### src/rtl/fan_tacho_gate.sv
// Tachometer front end: synchronise and deglitch the tach pin, count filtered rising
// edges over a gate of timebase ticks, and strobe the PID core once per window.
module fan_tacho_gate #(
  parameter int ADC_BITWIDTH  = 8,
  parameter int GATE_BITWIDTH = 10,
  parameter int FILTER_CYCLES = 8
) (
  input  logic                     clk_i,
  input  logic                     rstn_i,
  input  logic                     clk_en_i,
  input  logic                     tach_i,
  input  logic [GATE_BITWIDTH-1:0] gateTicks_i,
  output logic [ADC_BITWIDTH-1:0]  ADC_value_o,
  output logic                     clk_en_PID_o,
  output logic                     stall_o
);

  localparam int                FCW      = 8;
  localparam logic [FCW-1:0]    FLT_LAST = FCW'(FILTER_CYCLES - 1);

  logic                     tach_s1, tach_s2;
  logic                     filt, filt_d;
  logic [FCW-1:0]           flt_cnt;
  logic [ADC_BITWIDTH-1:0]  edge_cnt, cnt_next;
  logic [GATE_BITWIDTH-1:0] timer, gate_last;
  logic                     edge_ev, gate_on, win_end;

  // Synchroniser and glitch filter: a new level must persist FILTER_CYCLES clocks.
  always_ff @(posedge clk_i or negedge rstn_i) begin
    if (!rstn_i) begin
      tach_s1 <= 1'b0;
      tach_s2 <= 1'b0;
      filt    <= 1'b0;
      filt_d  <= 1'b0;
      flt_cnt <= '0;
    end else begin
      tach_s1 <= tach_i;
      tach_s2 <= tach_s1;
      filt_d  <= filt;
      if (tach_s2 == filt) begin
        flt_cnt <= '0;
      end else if (flt_cnt >= FLT_LAST) begin
        filt    <= ~filt;
        flt_cnt <= '0;
      end else begin
        flt_cnt <= flt_cnt + FCW'(1);
      end
    end
  end

  assign edge_ev   = filt & ~filt_d;
  assign gate_on   = |gateTicks_i;
  assign gate_last = gateTicks_i - GATE_BITWIDTH'(1);
  // >= rather than == so a gate shrunk below the running timer closes on the next tick.
  assign win_end   = gate_on & clk_en_i & (timer >= gate_last);
  // Saturating count including this cycle's event, so a closing-tick edge is kept.
  assign cnt_next  = (edge_ev && !(&edge_cnt)) ? edge_cnt + ADC_BITWIDTH'(1) : edge_cnt;

  always_ff @(posedge clk_i or negedge rstn_i) begin
    if (!rstn_i) begin
      timer        <= '0;
      edge_cnt     <= '0;
      ADC_value_o  <= '0;
      clk_en_PID_o <= 1'b0;
      stall_o      <= 1'b1;
    end else begin
      clk_en_PID_o <= win_end;
      if (!gate_on) begin
        timer    <= '0;
        edge_cnt <= '0;
      end else if (win_end) begin
        timer       <= '0;
        edge_cnt    <= '0;
        ADC_value_o <= cnt_next;
        stall_o     <= (cnt_next == '0);
      end else begin
        edge_cnt <= cnt_next;
        if (clk_en_i) timer <= timer + GATE_BITWIDTH'(1);
      end
    end
  end

endmodule

### config.mk
export PLATFORM = sky130hd
export DESIGN_NAME = fan_tacho_gate
export DESIGN_NICKNAME = d
export VERILOG_FILES = /design/src/rtl/fan_tacho_gate.sv
export SDC_FILE = /design/constraint.sdc
export NUM_CORES = 1
export LEC_CHECK = 0
export ABC_AREA = 1
export CAP_MARGIN = 20
export CORE_ASPECT_RATIO = 0.75
export CORE_UTILIZATION = 55
export DETAILED_ROUTE_END_ITERATION = 10
export PLACE_DENSITY = 0.87
export RECOVER_POWER = 50
export SLEW_MARGIN = 30
export SYNTH_ARGS = -nofsm -noshare
export SYNTH_HDL_FRONTEND = slang
export SYNTH_SLANG_ARGS = --single-unit
### constraint.sdc
create_clock -name clk_i -period 1.9 [get_ports clk_i]
set_clock_uncertainty 0.05 [all_clocks]
set_input_delay 0.38 -clock clk_i [delete_from_list [all_inputs] [get_ports clk_i]]
set_output_delay 0.38 -clock clk_i [all_outputs]
set_load 0.005 [all_outputs]
==> flow_metrics.py <==
metrics = {
    "cts": {
        "cts_inserted_buffers": 5,
        "htreeDepth": 2,
        "clk-insertion-delay-late_ps": 300,
        "clockBufferDepth": 2,
        "clock_sinks": 40,
        "ctsRootBufferMaster": "clkbuf_8",
        "path_clk_slew_ps": 80,
        "cts_tree": "yes",
    },
    "logic_synthesis": {
        "synth-compound-area-share": 0.0729,
        "synth.avg_cell_area_um2": 8.27,
        "synthMuxAreaShare": 0,
        "yosysTopAreaCell": "dfrtp_1",
        "mappedNetlistArea_um2": 2260,
        "yosysTopAreaCellShare": 0.431,
        "syn_inst": 274,
        "synth-xor-area-share": 0.0657,
        "synth_seq_cells": 40,
        "yosysSeqAreaShare": 0.443,
        "yosys.cell_types.count": 29,
        "synthAdderAreaFrac": 0.0829,
        "synth_top_family_by_area": "simple AND/OR/NAND/NOR gates",
        "synthSimpleGateAreaFrac": 0.261,
        "synth.area.top_cells": "dfrtp_1, nand2_1, ha_1",
        "yosysWarningCount": 0,
    },
    "cells_and_area": {
        "drive_gt1_frac": 0.260,
        "n_antenna_cell": 0,
        "area_delta_synth_final_pct": 38.0,
        "final_cell_mix": "nand2_1, dfrtp_1, inv_1",
        "final_common_cell": "nand2_1",
        "fillerInstances": 215,
        "nets": 366,
        "final_cell_count_no_fill": 390,
    },
    "sta": {
        "setup-tns-final_ps": -8690,
        "hold_viol": 0,
        "slew_violations": 0,
        "min_period_over_period": 1.22,
        "setup_viol": 28,
        "period_minus_slack_ps": 2320,
        "max_slew_margin": 0.397,
        "layout_setup_ws_ps": -416,
        "whs_ps": 323,
        "worstMarginPinSlew_ps": 905,
        "rsz0062_at_grt": "yes",
        "fmax_ghz": 0.432,
    },
    "grt": {
        "grt-ovfl-total": 0,
        "grt_pass1_vias": 2169,
        "grt_antenna_before_repair": 0,
        "grt_max_degree": 17,
        "grt_pass1_wl_mm": 9.89,
        "grt_usage": 0.296,
    },
    "critical_path": {
        "path_buf_inv": 4,
        "startpoint_type": "primary input",
        "cp_common_cell": "nand2_1",
        "cp-end-kind": "flop",
        "crit_start": "gateTicks_i[3]",
        "cp.required_ps": 2070,
        "rr_startpoint": "timer[5]",
        "cp_cell_sequence": "buf_2, nor2_4, nand3_4, buf_4, xnor2_1, inv_1, ha_1, nand2_1, inv_1, nand2_1, nand2_1, nand2_4, nand3_4, nand2_8, o31ai_4, nor2_1",
        "crit_path_max_incr_delay_ps": 300,
        "cp_max_fo": 8,
        "cp_top_family": "simple AND/OR/NAND/NOR gates",
        "critPathKind": "primary input to flop",
        "cpMaxStageDelayCell": "ha_1",
        "cp.arrival_ps": 2490,
    },
    "place": {
        "gp_congestion": 0.916,
        "numPortBuffers": 23,
        "post-place-cells": 370,
        "dp_hpwl_mm": 3.70,
    },
    "pwr": {
        "leakagePower_nw": 1.49,
        "peakVddDrop_mv": 0.732,
        "powerDensity_nw_per_um2": 1140,
    },
    "route": {
        "via_count": 2180,
        "route.detailed.drc": 0,
        "vias_per_cell": 5.59,
        "ant_nets": 0,
        "dr.pass1.iters": 6,
        "avgRoutedWirePerCell_um": 17.1,
        "wl_mm": 6.67,
        "drtIter0Drc": 223,
    },
    "floorplan": {
        "die_w_um": 76.1,
        "dieArea_um2": 4380,
        "row_count": 19,
        "start_util": 0.595,
        "fp.dieH_um": 57.6,
        "core_um2": 3800,
        "ioPinCount": 24,
    },
    "hold_path": {
        "hold_path_startpoint": "tach_s1",
        "hp-class": "flop to flop",
    },
    "status": {
        "violations": "negative setup slack",
        "status": "finished with violations",
    },
    "run": {
        "drv_cap": 0,
    },
}
## cell type report
class                           instances  area, µm²  area share
Clock buffer                            7       96.3      0.0308
Clock inverter                          1       30.0     0.00961
Inverter                               41        160      0.0512
Multi-Input combinational cell        197       1330       0.425
Sequential cell                        40       1000       0.321
Tap cell                               52       65.1      0.0208
Timing Repair Buffer                   52        443       0.142
## worst reg2reg max path, delay by kind of cell (launching register included)
| kind | cells | cell delay [ps] |
|---|---|---|
| buffers and inverters | 1 | 50 |
| AOI/OAI and AO/OA | 1 | 140 |
| and+or+nand+nor | 7 | 850 |
| adders and majority gates | 1 | 340 |
| DFF | 1 | 430 |
## through the flow
step | power (mW) | worst slack, ps | utilization | instance area (µm²)
floorplan | 2.02 | -328 | - | 2310
global placement | 2.42 | -930 | 0.719 | 2730
detailed placement | 2.48 | -1050 | 0.719 | 2730
CTS | 3.39 | -206 | 0.799 | 3040
global route | 3.78 | -538 | 0.822 | 3130
finish | 3.58 | -416 | 0.822 | 3130
## power by group
group          switching, mW  internal (mW)
sequential             0.251           1.10
combinational          0.813          0.638
clock                  0.307          0.464
total                   1.37           2.21
## cells in the mapped netlist
library cell	n
nand2_1	59
dfrtp_1	39
inv_1	39
nor2_1	32
nand3_1	21
ha_1	15
xor2_1	13
o22ai_1	8
o21ai_0	7
nor3_1	5
nand4_1	4
nor2_2	4
o21ai_1	4
xnor2_1	4
a21oi_1	3
inv_2	2
nand2_2	2
nand3b_1	2
a21o_1	1
a21oi_2	1
buf_6	1
conb_1	1
dfstp_2	1
nand2_4	1
nand4_2	1
nor3_2	1
o21a_1	1
o31ai_4	1
or2_4	1
## flip-flops by register name, summed over array words and instances (netlist names)
signal / count
filt: 1
clk_en_PID_o: 1
tach_s1: 1
edge_cnt: 8
ADC_value_o: 8
filt_d: 1
timer: 10
tach_s2: 1
flt_cnt: 8
stall_o: 1
## kinds of logic after synthesis
| group | after synthesis |
|---|---|
| simple gates | 133 |
| buf+inv | 42 |
| flops | 40 |
| fa+ha+maj | 15 |
| compound gates | 26 |
| other cells | 1 |
| xor+xnor | 17 |
## worst paths after layout
kind                             endpoint  slack, ps  cells past startpoint
max                           edge_cnt[7]       -420                     16
min                               tach_s2        320                      0
max reg2reg                   edge_cnt[7]        -40                     10
min reg2reg                       tach_s2        320                      0
max in group asynchronous        timer[1]        240                      3
min in group asynchronous  ADC_value_o[2]        670                      2
## repair_timing
item	CTS	global route
gates cloned	1	1
hold buffers	1	0
gates resized for setup	59	11
setup buffers	7	3
endpoints found under the hold margin	14	0
setup endpoints to repair	28	28
pin swaps	24	8
## routing by layer
| layer | part of all wire | global-route usage |
|---|---|---|
| met1 | 0.40 | 0.358 |
| met2 | 0.47 | 0.510 |
| met3 | 0.072 | 0.0624 |
| met4 | 0.062 | 0.154 |
| met5 | 0 | 0 |
Note: power is estimated with default switching activity, not from simulation.
